===== config.mk =====
export PLATFORM = sky130hd
export DESIGN_NAME = alu_add_seq
export DESIGN_NICKNAME = d
export VERILOG_FILES = /design/src/rtl/alu_add_seq_pkg.sv /design/src/rtl/alu_add_seq_cla16.sv /design/src/rtl/alu_add_seq.sv
export SDC_FILE = /design/constraint.sdc
export NUM_CORES = 1
export LEC_CHECK = 0
export ABC_AREA = 1
export CAP_MARGIN = 20
export CORE_ASPECT_RATIO = 0.6
export CORE_UTILIZATION = 40
export DETAILED_ROUTE_END_ITERATION = 10
export GPL_TIMING_DRIVEN = 0
export PLACE_DENSITY = 0.67
export SYNTH_ARGS = -nofsm -noshare
export SYNTH_HDL_FRONTEND = slang
export SYNTH_SLANG_ARGS = --single-unit

===== constraint.sdc =====
create_clock -name clk -period 4 [get_ports clk]
set_input_delay 0.4 -clock clk [delete_from_list [all_inputs] [get_ports clk]]
set_output_delay 0.4 -clock clk [all_outputs]
set_load 0.02 [all_outputs]

===== src/rtl/alu_add_seq_pkg.sv =====
// Shared constants, FSM state type and carry-lookahead helpers for alu_add_seq.
// Optional subtract support is enabled by defining ALU_ADD_SEQ_SUB_EN.
package alu_add_seq_pkg;

    localparam int SLICE_W   = 16;
    localparam int BEATS_MIN = 2;
    localparam int BEATS_MAX = 8;

    typedef enum logic [1:0] {
        ST_IDLE = 2'd0,
        ST_RUN  = 2'd1,
        ST_DONE = 2'd2
    } state_t;

    // Group generate/propagate of four (g, p) pairs, returned as {G, P}.
    function automatic logic [1:0] group_gp(input logic [3:0] g, input logic [3:0] p);
        logic w_gg;
        w_gg = g[3]
             | (p[3] & g[2])
             | (p[3] & p[2] & g[1])
             | (p[3] & p[2] & p[1] & g[0]);
        return {w_gg, &p};
    endfunction

    // Carries into positions 0..3 of a four-wide lookahead block.
    function automatic logic [3:0] group_carries(input logic [3:0] g, input logic [3:0] p,
                                                 input logic ci);
        logic [3:0] c;
        c[0] = ci;
        c[1] = g[0] | (p[0] & ci);
        c[2] = g[1] | (p[1] & g[0]) | (p[1] & p[0] & ci);
        c[3] = g[2] | (p[2] & g[1]) | (p[2] & p[1] & g[0]) | (p[2] & p[1] & p[0] & ci);
        return c;
    endfunction

endpackage


===== src/rtl/alu_add_seq_cla16.sv =====
// 16-bit two-level carry-lookahead adder with group generate/propagate outputs.
// Module name cla_add16 is the shared adder reused by other blocks.
module cla_add16
    import alu_add_seq_pkg::*;
(
    input  logic [15:0] i_a,
    input  logic [15:0] i_b,
    input  logic        i_ci,
    output logic [15:0] o_s,
    output logic        o_g,
    output logic        o_p
);

    logic [15:0] w_g;
    logic [15:0] w_p;
    logic [15:0] w_c;
    logic [3:0]  w_grp_g;
    logic [3:0]  w_grp_p;
    logic [3:0]  w_grp_c;

    assign w_g = i_a & i_b;
    assign w_p = i_a ^ i_b;

    for (genvar n = 0; n < 4; n++) begin : g_nibble
        assign {w_grp_g[n], w_grp_p[n]} = group_gp(w_g[4*n +: 4], w_p[4*n +: 4]);
        assign w_c[4*n +: 4]            = group_carries(w_g[4*n +: 4], w_p[4*n +: 4], w_grp_c[n]);
    end

    // The second lookahead level reuses the same carry equations over the nibble groups.
    assign w_grp_c    = group_carries(w_grp_g, w_grp_p, i_ci);
    assign {o_g, o_p} = group_gp(w_grp_g, w_grp_p);
    assign o_s        = w_p ^ w_c;

endmodule


===== src/rtl/alu_add_seq.sv =====
// Multi-beat add/subtract: one shared 16-bit CLA processes one slice per cycle.
// Define ALU_ADD_SEQ_SUB_EN to honour req_sub; otherwise every operation is an add.
module alu_add_seq
    import alu_add_seq_pkg::*;
#(
    parameter int BEATS = 4
) (
    input  logic                     clk,
    input  logic                     reset,
    input  logic                     req_valid,
    output logic                     req_ready,
    input  logic [SLICE_W*BEATS-1:0] req_a,
    input  logic [SLICE_W*BEATS-1:0] req_b,
    input  logic                     req_ci,
    input  logic                     req_sub,
    output logic                     rsp_valid,
    input  logic                     rsp_ready,
    output logic [SLICE_W*BEATS-1:0] rsp_s,
    output logic                     rsp_co,
    output logic                     rsp_v,
    output logic                     busy
);

    localparam int            W      = SLICE_W * BEATS;
    localparam int            KW     = $clog2(BEATS);
    localparam logic [KW-1:0] K_LAST = KW'(BEATS - 1);

    if (BEATS < BEATS_MIN || BEATS > BEATS_MAX) begin : g_beats_range
        $error("alu_add_seq: BEATS must lie in 2..8");
    end

    state_t                         r_state;
    logic [KW-1:0]                  r_k;
    logic                           r_c;
    logic                           r_co;
    logic                           r_v;
    logic                           r_req_ready;
    logic                           r_rsp_valid;
    logic                           r_busy;
    logic [BEATS-1:0][SLICE_W-1:0]  r_a;
    logic [BEATS-1:0][SLICE_W-1:0]  r_b;
    logic [BEATS-1:0][SLICE_W-1:0]  r_s;

    logic                           w_sub;
    logic                           w_c_init;
    logic                           w_accept;
    logic [W-1:0]                   w_b_prime;
    logic [SLICE_W-1:0]             w_a_slice;
    logic [SLICE_W-1:0]             w_b_slice;
    logic [SLICE_W-1:0]             w_sum;
    logic                           w_g;
    logic                           w_p;
    logic                           w_c_next;
    logic                           w_ovf;

`ifdef ALU_ADD_SEQ_SUB_EN
    assign w_sub = req_sub;
`else
    logic w_unused_sub;
    assign w_unused_sub = req_sub;
    assign w_sub        = 1'b0;
`endif

    // Subtract is A + ~B + 1, so the carry-in is forced high and req_ci drops out.
    assign w_b_prime = w_sub ? ~req_b : req_b;
    assign w_c_init  = w_sub | req_ci;
    assign w_accept  = req_valid && (r_state == ST_IDLE);

    assign w_a_slice = r_a[r_k];
    assign w_b_slice = r_b[r_k];

    cla_add16 u_cla (
        .i_a  (w_a_slice),
        .i_b  (w_b_slice),
        .i_ci (r_c),
        .o_s  (w_sum),
        .o_g  (w_g),
        .o_p  (w_p)
    );

    assign w_c_next = w_g | (w_p & r_c);
    // Only meaningful on the last beat, where the slice holds the operand sign bits.
    assign w_ovf    = (w_a_slice[SLICE_W-1] == w_b_slice[SLICE_W-1]) &&
                      (w_sum[SLICE_W-1] != w_a_slice[SLICE_W-1]);

    // NOTE: operand registers are not reset; they are always reloaded on accept
    // before they are read, so a reset would only add fan-out.
    always_ff @(posedge clk) begin
        if (w_accept) begin
            r_a <= req_a;
            r_b <= w_b_prime;
        end
    end

    // NOTE: all state below uses non-blocking assignments so every register samples
    // pre-edge values, independent of statement order.
    always_ff @(posedge clk) begin
        if (reset) begin
            r_state     <= ST_IDLE;
            r_k         <= '0;
            r_c         <= 1'b0;
            r_s         <= '0;
            r_co        <= 1'b0;
            r_v         <= 1'b0;
            r_req_ready <= 1'b1;
            r_rsp_valid <= 1'b0;
            r_busy      <= 1'b0;
        end else begin
            case (r_state)
                ST_IDLE: begin
                    if (req_valid) begin
                        r_k         <= '0;
                        r_c         <= w_c_init;
                        r_state     <= ST_RUN;
                        r_req_ready <= 1'b0;
                        r_busy      <= 1'b1;
                    end
                end
                ST_RUN: begin
                    r_s[r_k] <= w_sum;
                    r_c      <= w_c_next;
                    r_k      <= r_k + 1'b1;
                    if (r_k == K_LAST) begin
                        r_state     <= ST_DONE;
                        r_rsp_valid <= 1'b1;
                        r_co        <= w_c_next;
                        r_v         <= w_ovf;
                    end
                end
                ST_DONE: begin
                    if (rsp_ready) begin
                        r_state     <= ST_IDLE;
                        r_rsp_valid <= 1'b0;
                        r_busy      <= 1'b0;
                        r_req_ready <= 1'b1;
                    end
                end
                default: begin
                    r_state     <= ST_IDLE;
                    r_rsp_valid <= 1'b0;
                    r_busy      <= 1'b0;
                    r_req_ready <= 1'b1;
                end
            endcase
        end
    end

    assign req_ready = r_req_ready;
    assign rsp_valid = r_rsp_valid;
    assign busy      = r_busy;
    assign rsp_s     = r_s;
    assign rsp_co    = r_co;
    assign rsp_v     = r_v;

endmodule


==> impl_metrics.toml <==
[die]
rows = 40
core_sq_mm = 0.02022
fp.dieH_um = 113.8
fp.dieW_um = 188.4
dieArea_sq_mm = 0.02145
start_util = 0.4124
pin_count = 203

[cts]
clk_latency_ns = 0.50
clock_tree.buffer_depth = 3
cts_setup_buffers = 0
cts_buffers = 20
cts_hold_buf = 0
cts_root_buf = "clkbuf_16"
htreeDepth = 1
clock_sinks = 202
path_clk_slew_ns = 0.07
post_cts_resize_count = 0
cts_tree = "built"

[setup_path]
r2r_end = "rsp_s[40]$_SDFFE_PP0P_"
cpMaxStageDelayCell = "fa_1"
cp_max_fo = 10
rrSetupSlack_ns = 0.31
startpoint_type = "register"
crit_chain = "buf_2 > inv_1 > buf_2 > clkbuf_1 > o21ai_0 > o22ai_1 > ha_1 > a21oi_1 > nand2_1 > o21bai_2 > fa_1 > nand2_1 > a21oi_1"
crit_path_max_incr_delay_ns = 0.68
timing.rr.start = "r_k[0]$_SDFFE_PP0P_"
reg2regPathDepth = 13
critPathLaunch = "r_k[0]$_SDFFE_PP0P_"
path_buf_inv = 4
endpoint_kind = "register"
path_class = "reg -> reg"
crit_arrival_ns = 4.12
critPathRequiredTime_ns = 4.43
crit_family = "compound AO/OA/AOI/OAI gates"

[layout]
final_area_sq_mm = 0.01144
drive_gt1_frac = 0.09001
finalNetCount = 1155
final_core_util = 0.5660
synthToLayoutAreaGrowth_pct = 37.24

[timing]
holdWs_ns = 0.4543
finalHoldViolCount = 0
finalCriticalPeriod_ns = 3.686
max_freq_mhz = 271.3
fin_crit_sh = 0.9216
grt_setup_unrepaired = "false"
setup_ws_ns = 0.3137
setup_viol = 0
drv_slew = 0
tightest_slew_ns = 0.9931
max_slew_margin = 0.3364
clock_skew_ns = 0.02464

[synth]
ys_types = 38
yosys.area.top_type = "edfxtp_1"
mappedNetlistArea_sq_mm = 0.008339
ys_top_cells_by_area = "edfxtp_1, dfxtp_1, o21ai_0, nand2_1, nor2_1"
postSynthAreaPerCell_sq_um = 10.82
synthTopCellsByCount = "edfxtp_1, nand2_1, o21ai_0, dfxtp_1, nor2_1"
synth.yosys.warnings = 0
synth-seq-cells = 202
synth_top_area_frac = 0.4609
synthCells = 771
synthArstFlopShare = 0
post-synth-top-count-cell = "edfxtp_1"
synth_flop_cell = "edfxtp_1"
syn_nets = 929
synth_edf_count = 128
seq_area_frac_synth = 0.6386

[routing]
drc = 0
antenna_left = 0
vias = 6591
firstDrtPassIters = 5
wirelength_um = 23390
wl_per_cell_um = 18.20
via_per_inst = 5.129
first_iter_violations = 505

[placed_design]
dp_hpwl_um = 17370
gp_routability_congestion = 0.8264
portBuffers = 201
placed_area_sq_mm = 0.01075
place_ws_ns = 0.2635

[pwr]
power_density_mw_per_mm2 = 550.1
p_leak_nw = 4.449
max-vdd-ir-drop_mv = 0.2518
power.total_mw = 6.296

[hold_path]
hp-start = "req_a[51]"
whs_endpoint = "r_a[51]$_DFFE_PP_"
hold_path_depth = 1
hold_path_class = "in -> reg"

[grt]
grt_max_degree = 36
antenna_found_initial = 0
grt_pass1_wl_um = 36450
overflow = 0
grt_pass1_vias = 6486
grtUsageTotal = 0.2218

[run_status]
status = "complete, no violations"

[job]
cap_violations = 0
-- placed cells by master, fill, tap and decap left out, types with 2 or more instances in the layout --
master / n
clkinv_1: 2
clkbuf_1: 21
nand3_2: 4
a31oi_1: 3
a32oi_1: 3
nor3_1: 2
nand2_1: 98
edfxtp_1: 128
buf_1: 2
fa_1: 4
dfxtp_1: 74
clkbuf_8: 7
nand2_2: 11
nor2_2: 2
o22ai_1: 29
clkbuf_16: 22
inv_2: 12
clkinv_2: 2
buf_12: 3
a21oi_1: 44
nor2_1: 70
inv_1: 60
o21ai_1: 3
clkdlybuf4s50_1: 201
o211ai_1: 4
o21bai_1: 11
buf_4: 3
nor2_4: 3
o21bai_2: 2
ha_1: 20
nand3_1: 26
xnor2_1: 2
clkbuf_2: 5
o21ai_0: 86
buf_2: 9
xor2_1: 5
o21a_1: 20
-- kinds of logic after synthesis --
| kind of cell | after synthesis | synth area share |
|---|---|---|
| AO/OA/AOI/OAI | 206 | 0.1427 |
| XOR/XNOR | 7 | 0.007352 |
| adder cells (fa/ha/maj) | 24 | 0.03961 |
| buffers and inverters | 110 | 0.05221 |
| flip-flops | 202 | 0.6386 |
| AND/OR/NAND/NOR | 222 | 0.1196 |
-- metrics by stage --
step           setup TNS [ns]  cells
2_1_floorplan               0    771
3_3_place_gp           -53.41   1245
3_5_place_dp                0   1248
4_1_cts                     0   1284
5_1_grt                     0   1284
6_report                    0   1285
-- registers in the layout, summed over array words and instances (netlist names) --
| name | cells |
|---|---|
| rsp_s | 64 |
| r_state | 2 |
| rsp_co | 1 |
| rsp_v | 1 |
| busy | 1 |
| r_a | 64 |
| r_k | 2 |
| rsp_valid | 1 |
| req_ready | 1 |
| r_b | 64 |
| r_c | 1 |
-- report_power, final --
| part | switching, mW | internal [mW] | total (mW) |
|---|---|---|---|
| logic | 1.15 | 0.639 | 1.78 |
| clock network | 0.786 | 1.14 | 1.92 |
| registers | 0.0815 | 2.51 | 2.59 |
-- worst register-to-register path, delay by kind of cell, from the launching register on --
kind,cells,cell delay (ns)
simple gates,2,0.20
buf+inv,4,1.01
flops,1,0.38
fa+ha+maj,2,1.01
compound gates,5,1.02
-- how the worst max path moves through the flow --
stage                                  end  cells past startpoint
detailed placement  rsp_s[61]$_SDFFE_PP0P_                     17
floorplan                 r_a[0]$_DFFE_PP_                      6
finish              rsp_s[40]$_SDFFE_PP0P_                     13
CTS                 rsp_s[61]$_SDFFE_PP0P_                     17
global route        rsp_s[29]$_SDFFE_PP0P_                     17
global placement         r_a[23]$_DFFE_PP_                      7
-- layer usage --
layer  track usage  up-vias  share of wire
met2        0.3232      292           0.41
met5             0        -              0
met3       0.05385       21          0.096
met1        0.3381     3153           0.49
met4       0.03280        0          0.010
li1              -     3125              -
-- final cells by class --
cell class                      count  area (sq um)
Antenna cell                        1         2.502
Buffer                             36         161.4
Clock buffer                       33         664.4
Clock inverter                      3         21.27
Fill cell                        1752          8775
Inverter                           74         277.8
Multi-Input combinational cell    459          2579
Sequential cell                   202          5325
Tap cell                          273         341.6
Timing Repair Buffer              204          2072
Note: power is estimated with default switching activity, not from simulation.
==> variant: new RTL, config.mk and constraints unchanged <==
`BEATS`: 4 -> 2.
--- a/src/rtl/alu_add_seq.sv
+++ b/src/rtl/alu_add_seq.sv
@@ -3,7 +3,7 @@
 module alu_add_seq
     import alu_add_seq_pkg::*;
 #(
-    parameter int BEATS = 4
+    parameter int BEATS = 2
 ) (
     input  logic                     clk,
     input  logic                     reset,
Ports: changed (resized req_a, req_b and rsp_s); port bits go from 203 to 107. The function was not compared with the original's and may differ.
==> variant against the original RTL <==
- via count down 47%
- maximum frequency is 21% higher
- combinational power is 64% lower
- area after synthesis shrank 45%
- wire length is 54% lower
- sequential cell count shrank 97
- die area fell by 44%
- first-iteration DRC count down 64%
- sequential power down 51%
- cell area down 46%
- setup slack better by 630 ps
- core utilization fell by 0.20 points
- total power fell by 56%
- critical path type unchanged
- largest power group unchanged
==> variant: results (changes against the original RTL) <==
RR Endpoint: rsp_s[13] (was rsp_s[40])
H-Tree Depth: 3 (was 1)
static leakage power: 0.002627 uW (was 0.004449 uW)
vias per cell: 4.796 (was 5.129)
power in combinational cells: 642 uW (was 1780 uW)
worst path arrival time: 3340 ps (was 4120 ps)
GRT met1 Usage: 26.06% (was 33.81%)
Hold Crit Depth: 2 (was 1)
Layout Skew: 9.889 ps (was 24.64 ps)
met2 usage: 28.27% (was 32.32%)
vias in the first global route: 3377 (was 6486)
CP peak stage delay: 370 ps (was 680 ps)
# clk buffers: 12 (was 33)
Worst slew margin: 52.21% (was 33.64%)
placed instance count: 710 (was 1248)
met3 usage: 6.885% (was 5.385%)
Net Count, Synth: 555 (was 929)
gr usage total: 19.06% (was 22.18%)
clk pwr: 884 uW (was 1920 uW)
non-clk buf share: 18.87% (was 19.51%)
Seq/Total Area, Yosys: 59.68% (was 63.86%)
Area contributors post-synth: edfxtp_1 42%, dfxtp_1 18%, nand2_1 11% (was edfxtp_1 46%, dfxtp_1 18%, o21ai_0 5.2%)
fin nets: 672 (was 1155)
CTS sink cnt: 105 (was 202)
FF-to-FF path depth: 18 (was 13)
fillers: 930 (was 1752)
pin count of the biggest net entering global routing: 35 (was 36)
total net switching power: 780.7 uW (was 2013 uW)
Worst Hold End: rsp_v (was r_a[51])
Clock-cell share: 4.871% (was 5.991%)
first-pass GRT wire length: 17010 um (was 36450 um)
Placeable Area: 0.01089 mm2 (was 0.02022 mm2)
Buffers, non-clock: 121 (was 240)
CTS Buf Count: 9 (was 20)
internal power: 2016 uW (was 4282 uW)
VDD IR max: 0.2193 mV (was 0.2518 mV)
via count: 3482 (was 6591)
Setup WS pre-CTS: 960.9 ps (was 263.5 ps)
top cells by count, synth: 132 x nand2_1, 64 x edfxtp_1, 45 x inv_1 (was 128 x edfxtp_1, 98 x nand2_1, 86 x o21ai_0)
area of the multi-input gates: 0.001582 mm2 (was 0.002579 mm2)
Post-DP Area: 0.005841 mm2 (was 0.01075 mm2)
status: complete, no violations (unchanged)
-- variant: cell count changes after synthesis, sizes merged, moves of 15 or more --
cell    delta
dfxtp     -33
o21ai     -61
clkbuf    -15
o22ai     -29
inv       -24
a21oi     -27
nor2      -40
nand2     +26
edfxtp    -64
-- variant: how the worst max path moves through the flow --
stage	slack, ps	startpoint	endpoint	cells after the start
after floorplan	1410	r_k	rsp_s[13]	18
after global placement	760	req_valid	r_c	7
after detailed placement	960	r_k	rsp_s[13]	18
after CTS	940	r_k	rsp_s[13]	18
after global routing	690	r_k	rsp_s[13]	18
final	940	r_k	rsp_s[13]	18
-- variant: kinds of logic after synthesis --
kind of cell / count (synthesis) / synth area share (%)
AOI/OAI and AO/OA: 66 / 8.385
xor gates and xnor gates: 7 / 1.334
adders and majority gates: 20 / 6.099
DFF: 105 / 59.68
and+or+nand+nor: 203 / 18.60
buffers and inverters: 64 / 5.908
